--- src/rtl/adder_arb_pkg.sv ---
// Shared types and the round-robin pick helper for the adder arbiter.
// rr_pick works on a fixed-width vector so any requester count up to RR_MAX can use it.
package adder_arb_pkg;

   localparam int DEF_W    = 8;
   localparam int DEF_NREQ = 4;
   localparam int RR_MAX   = 32;
   localparam int RR_IDX   = $clog2(RR_MAX);

   typedef logic [$clog2(DEF_NREQ)-1:0] id_t;

   typedef struct packed {
      logic [DEF_W-1:0] sum;
      logic             carry;
      id_t              id;
   } rsp_t;

   // One-hot grant for the first set bit of valid at or above ptr, wrapping modulo n.
   function automatic logic [RR_MAX-1:0] rr_pick(
      input logic [RR_MAX-1:0] valid,
      input int unsigned       ptr,
      input int unsigned       n
   );
      logic [RR_MAX-1:0] grant;
      logic              found;
      int unsigned       idx;
      grant = '0;
      found = 1'b0;
      for (int unsigned k = 0; k < RR_MAX; k++) begin
         if (k < n) begin
            idx = ptr + k;
            if (idx >= n) idx = idx - n;
            if (!found && valid[idx[RR_IDX-1:0]]) begin
               grant[idx[RR_IDX-1:0]] = 1'b1;
               found = 1'b1;
            end
         end
      end
      return grant;
   endfunction

endpackage

--- src/rtl/adder.sv ---
// Shared combinational W-bit adder; sum wraps modulo 2^W.
module adder #(
   parameter int W = 8
) (
   input  logic [W-1:0] a_in,
   input  logic [W-1:0] b_in,
   output logic [W-1:0] sum
);

   assign sum = a_in + b_in;

endmodule

--- src/rtl/adder_arbiter.sv ---
// Round-robin arbiter feeding one shared adder through a two-stage pipeline.
// S1 holds the granted operands, S2 holds the tagged result driving rsp_*.
module adder_arbiter
   import adder_arb_pkg::*;
#(
   parameter int NREQ = DEF_NREQ,
   parameter int W    = DEF_W
) (
   input  logic                    clk,
   input  logic                    reset,
   input  logic [NREQ-1:0]         req_valid,
   output logic [NREQ-1:0]         req_ready,
   input  logic [NREQ-1:0][W-1:0]  req_a,
   input  logic [NREQ-1:0][W-1:0]  req_b,
   output logic                    rsp_valid,
   input  logic                    rsp_ready,
   output logic [W-1:0]            rsp_sum,
   output logic                    rsp_carry,
   output logic [$clog2(NREQ)-1:0] rsp_id
);

   localparam int IDW = $clog2(NREQ);

   logic [IDW-1:0]  ptr_q, ptr_d;
   logic            s1_valid_q, s1_valid_d;
   logic [W-1:0]    s1_a_q, s1_a_d;
   logic [W-1:0]    s1_b_q, s1_b_d;
   logic [IDW-1:0]  s1_id_q, s1_id_d;
   logic            s2_valid_q, s2_valid_d;
   logic [W-1:0]    s2_sum_q, s2_sum_d;
   logic            s2_carry_q, s2_carry_d;
   logic [IDW-1:0]  s2_id_q, s2_id_d;

   logic [NREQ-1:0] grant;
   logic [IDW-1:0]  grant_id;
   logic            adv1, adv2;
   logic [W-1:0]    add_sum;
   logic            add_carry;

   // Grant sees only req_valid and ptr; rsp_ready reaches req_ready solely through adv1.
   assign grant = NREQ'(rr_pick(RR_MAX'(req_valid), 32'(ptr_q), NREQ));
   assign adv2  = !s2_valid_q || rsp_ready;
   assign adv1  = !s1_valid_q || adv2;

   always_comb begin
      grant_id = '0;
      for (int i = 0; i < NREQ; i++) begin
         if (grant[i]) grant_id = IDW'(i);
      end
   end

   generate
      for (genvar gi = 0; gi < NREQ; gi++) begin : g_ready
         assign req_ready[gi] = grant[gi] & adv1 & reset;
      end
   endgenerate

   adder #(.W(W)) u_adder (
      .a_in (s1_a_q),
      .b_in (s1_b_q),
      .sum  (add_sum)
   );

   // Carry recovered from the operand MSBs and the wrapped sum MSB.
   assign add_carry = (s1_a_q[W-1] & s1_b_q[W-1]) |
                      ((s1_a_q[W-1] ^ s1_b_q[W-1]) & ~add_sum[W-1]);

   always_comb begin
      ptr_d      = ptr_q;
      s1_valid_d = s1_valid_q;
      s1_a_d     = s1_a_q;
      s1_b_d     = s1_b_q;
      s1_id_d    = s1_id_q;
      s2_valid_d = s2_valid_q;
      s2_sum_d   = s2_sum_q;
      s2_carry_d = s2_carry_q;
      s2_id_d    = s2_id_q;
      if (|req_ready) begin
         ptr_d = (int'(grant_id) == NREQ - 1) ? '0 : grant_id + IDW'(1);
      end
      if (adv1) begin
         s1_valid_d = |req_valid;
         s1_a_d     = req_a[grant_id];
         s1_b_d     = req_b[grant_id];
         s1_id_d    = grant_id;
      end
      if (adv2) begin
         s2_valid_d = s1_valid_q;
         s2_sum_d   = add_sum;
         s2_carry_d = add_carry;
         s2_id_d    = s1_id_q;
      end
   end

   always_ff @(posedge clk or negedge reset) begin
      if (!reset) begin
         ptr_q      <= '0;
         s1_valid_q <= 1'b0;
         s1_a_q     <= '0;
         s1_b_q     <= '0;
         s1_id_q    <= '0;
         s2_valid_q <= 1'b0;
         s2_sum_q   <= '0;
         s2_carry_q <= 1'b0;
         s2_id_q    <= '0;
      end else begin
         ptr_q      <= ptr_d;
         s1_valid_q <= s1_valid_d;
         s1_a_q     <= s1_a_d;
         s1_b_q     <= s1_b_d;
         s1_id_q    <= s1_id_d;
         s2_valid_q <= s2_valid_d;
         s2_sum_q   <= s2_sum_d;
         s2_carry_q <= s2_carry_d;
         s2_id_q    <= s2_id_d;
      end
   end

   assign rsp_valid = s2_valid_q;
   assign rsp_sum   = s2_sum_q;
   assign rsp_carry = s2_carry_q;
   assign rsp_id    = s2_id_q;

endmodule
--- config.mk ---
export PLATFORM = sky130hd
export DESIGN_NAME = adder_arbiter
export DESIGN_NICKNAME = d
export VERILOG_FILES = /design/src/rtl/adder_arb_pkg.sv /design/src/rtl/adder.sv /design/src/rtl/adder_arbiter.sv
export SDC_FILE = /design/constraint.sdc
export NUM_CORES = 1
export LEC_CHECK = 0
export ABC_AREA = 1
export CORE_AREA = 2 2 89 91
export CTS_CLUSTER_DIAMETER = 120
export DETAILED_ROUTE_END_ITERATION = 8
export DIE_AREA = 0 0 91 93
export HOLD_SLACK_MARGIN = 0.03
export PLACE_DENSITY = 0.67
export SYNTH_ARGS = -nofsm -noshare
export SYNTH_HDL_FRONTEND = slang
export SYNTH_SLANG_ARGS = --single-unit
--- constraint.sdc ---
create_clock -name clk -period 5.87 [get_ports clk]
set_clock_uncertainty 0.1 [all_clocks]
set_input_delay 1.174 -clock clk [delete_from_list [all_inputs] [get_ports clk]]
set_output_delay 1.174 -clock clk [all_outputs]
set_load 0.005 [all_outputs]
==> metrics.txt <==
Cell Area, Synth between 0.002 and 0.003 mm^2; layout cell share with drive strength beyond 1 around a tenth; final hold violations 0; 1st-iter DRT viols approximately 150; FF-to-FF End s1_b_q[4]; Area Growth Syn to Fin 36.4%; Crit Path Category in2out; worst hold slack roughly 0.36 ns; Seq/Total Area, Yosys around 28%; Max clock buf depth 2; synth warn 0; Critical Path End Type output pin; Final Critical Period approximately 4.6 ns; mux contribution to synthesized area 0%; synthesized area per cell ~6.4 um^2; routed len/inst between 10 and 15 um; sequential power share between 10% and 20%; GRT Total Usage 17.7%; Synth Area in Compound Gates 7.24%; Synth Area in Simple Gates 43.2%; total negative setup slack 0 ns; end of the critical path req_ready[1]; clock power share approximately 9.0%; Async S/R FF share, synth 100%; DRT antenna net count 0; reg-to-reg slack, setup about 2.8 ns; Die ar. around 0.0085 mm^2; Fillers between 700 and 800; Post-Place Cells approximately 630; CP cell instances clkdlybuf4s50_1, nor2_2, buf_4, inv_1, nor2_1, inv_1, nand2_1, inv_1, nand2_1, inv_1, clkdlybuf4s50_1; Worst-Margin Slew 0.671 ns; Pleak ~0.0021 uW; number of enable flip-flop cells after synthesis 0; number of global-route vias before repair between 2,000 and 3,000; Antenna Diode Count 0; worst-skew pair later-pin latency between 0.2 and 0.3 ns; switch share approximately 53%; Final WS setup around 1.2 ns; P_sw between 1000 and 1500 uW; post_cts resized 0; Synth Area in Adders between 7 and 8%; Setup crit start kind input pin; Final nets 626; Vias between 2,000 and 3,000; Avg Vias per Cell around 4.5; RSZ-0062 raised after global routing no; Primary FF master, synth dfrtp_1; total gr overflow 0; Worst Setup SP rsp_ready; total CTS buffers 5; Comb power frac between 70% and 80%; number of synthesized register bits 33; CTS Sinks 33; max_slew headroom 55.1%; pin count of the biggest net entering global routing slightly above 40; Initial Utilization roughly two fifths; first-pass GRT wire length ~12,000 um; Placeable Area 0.00753 mm^2; Min-Delay Path Class reg2reg; pre-CTS setup slack roughly 1.2 ns; maximum level of the CTS H-tree 2; initial antenna violation count 0; Synth Area in XOR/XNOR less than 1%; status complete, no violations; Largest delay share family, worst path buffers and inverters; clk slew on worst S/H paths roughly 0.07 ns; reg2reg path depth 18; synth unique cells 35; CP required ~4.6 ns; Die W just over 90 um; syn nets 543; DRC violations left 0; CP bufs+invs 7; Reg2Reg Launch Point ptr_q[0]; largest family of logic cells by synthesized area simple AND/OR/NAND/NOR gates; Finished Layout Cells 642; cts-stage hold buffer count 0; Crit-path slowest cell clkdlybuf4s50_1; Setup Fix Bufs, Post-CTS 0; Critical Path AT ~3.4 ns; Synth Instances between 400 and 500; Tot Pwr 2460 uW; DP HPWL ~5700 um; Root Buffer clkbuf_8; Peak Freq 0.215 GHz; Final GP Congestion 0.946; Max FO, Critical Path 18; period utilization 79.1%; final wirelength about 7400 um; Die Y between 90 and 100 um; Power Dens Cells about 620 mW/mm^2; Power Internal roughly 1200 uW; drt pass-1 iters 4; final setup fails 0; Row Count 32; max-cap check violation count 0; count of input and output buffers 86; TritonCTS clock tree yes; cell repeated most along the worst path inv_1; fin. max-slew vios 0; VDD IR max approximately 0.33 mV; I/O pin count 87; Crit path depth 11; Largest stage delay, worst path between 0.4 and 0.5 ns
-- metrics by stage --
stage	cell area [um^2]	util, %
2_1_floorplan	2900	-
3_3_place_gp	3840	51.1
3_5_place_dp	3840	51.1
4_1_cts	3960	52.6
5_1_grt	3960	52.6
6_report	3960	52.6
-- cell usage after synthesis, types with 2 or more instances --
library cell | n | area, um^2
nand3_1 | 17 | 85.1
nor3_1 | 2 | 10.0
inv_1 | 77 | 289
nand2_4 | 3 | 33.8
o21ai_1 | 2 | 10.0
buf_2 | 5 | 25.0
nand3_4 | 2 | 35.0
nand4_1 | 12 | 75.1
nand2_2 | 15 | 93.8
buf_4 | 3 | 22.5
a21oi_2 | 9 | 78.8
ha_1 | 14 | 175
nand3_2 | 4 | 40.0
fa_1 | 2 | 40.0
nor2_1 | 55 | 206
a21oi_1 | 7 | 35.0
o21ai_0 | 10 | 50.1
nor2_4 | 2 | 22.5
inv_2 | 2 | 7.51
nand2_1 | 160 | 601
clkbuf_1 | 5 | 18.8
dfrtp_1 | 33 | 826
nor2_2 | 3 | 18.8
-- kinds of logic (layout without fill, tap and decap cells) --
logic type	after synthesis	after routing
simple gates	278	278
buf+inv	94	178
compound gates	33	33
flops	33	33
fa+ha+maj	16	16
xor+xnor	2	2
-- registers in the layout, summed over array words and instances, names as in the netlist --
name	flops
ptr_q	2
rsp_carry	1
rsp_id	2
rsp_sum	8
rsp_valid	1
s1_a_q	8
s1_b_q	8
s1_id_q	2
s1_valid_q	1
-- routing by layer --
metal,GRT usage (%),up-vias,wire (um)
li1,-,1547,-
met1,24.0,1233,3420
met2,28.6,81,3400
met3,3.06,12,370
met4,6.06,0,151
met5,0,-,0
-- power by group through the flow --
stage               combinational, uW  clock (uW)  sequential, uW
finish                           1810         220             427
global route                     2070         234             441
CTS                              1830         226             429
detailed placement               1820           0             433
global placement                 1780           0             429
floorplan                        1420           0             409
-- worst min path at each step --
stage	start	end	slack, ns	cells past startpoint
floorplan	s1_valid_q	rsp_valid	0.32	2
global placement	s1_valid_q	rsp_valid	0.34	2
detailed placement	s1_valid_q	rsp_valid	0.34	2
CTS	s1_valid_q	rsp_valid	0.36	2
global route	s1_valid_q	rsp_valid	0.39	2
finish	s1_valid_q	rsp_valid	0.36	2
-- worst register-to-register path: cells and delay by family (launching register included) --
family	cells	cell delay, ns
adder cells (fa/ha/maj)	1	0.36
buffers and inverters	5	0.58
flip-flops	1	0.55
AND/OR/NAND/NOR	12	1.43
-- placed cells by master, fill, tap and decap left out, types with 2 or more instances in the layout --
cell	count
nand2_1	160
clkdlybuf4s50_1	86
inv_1	77
nor2_1	55
dfrtp_1	33
nand3_1	17
nand2_2	15
ha_1	14
nand4_1	12
o21ai_0	10
a21oi_2	9
a21oi_1	7
clkbuf_8	6
nand3_2	4
buf_4	4
nand2_4	3
nor2_2	3
inv_2	2
nand3_4	2
nor2_4	2
o21ai_1	2
nor3_1	2
fa_1	2
-- area by class of cell --
cell class,instances,area (um^2),share of cell area (%)
clock buffer,7,86.3,2.18
multi-input combinational,329,1700,42.8
inverter,80,303,7.65
clock inverter,1,30.0,0.758
tap,102,128,3.22
timing repair buffer,90,891,22.5
sequential,33,826,20.9
Power figures use the tool's default switching activity.
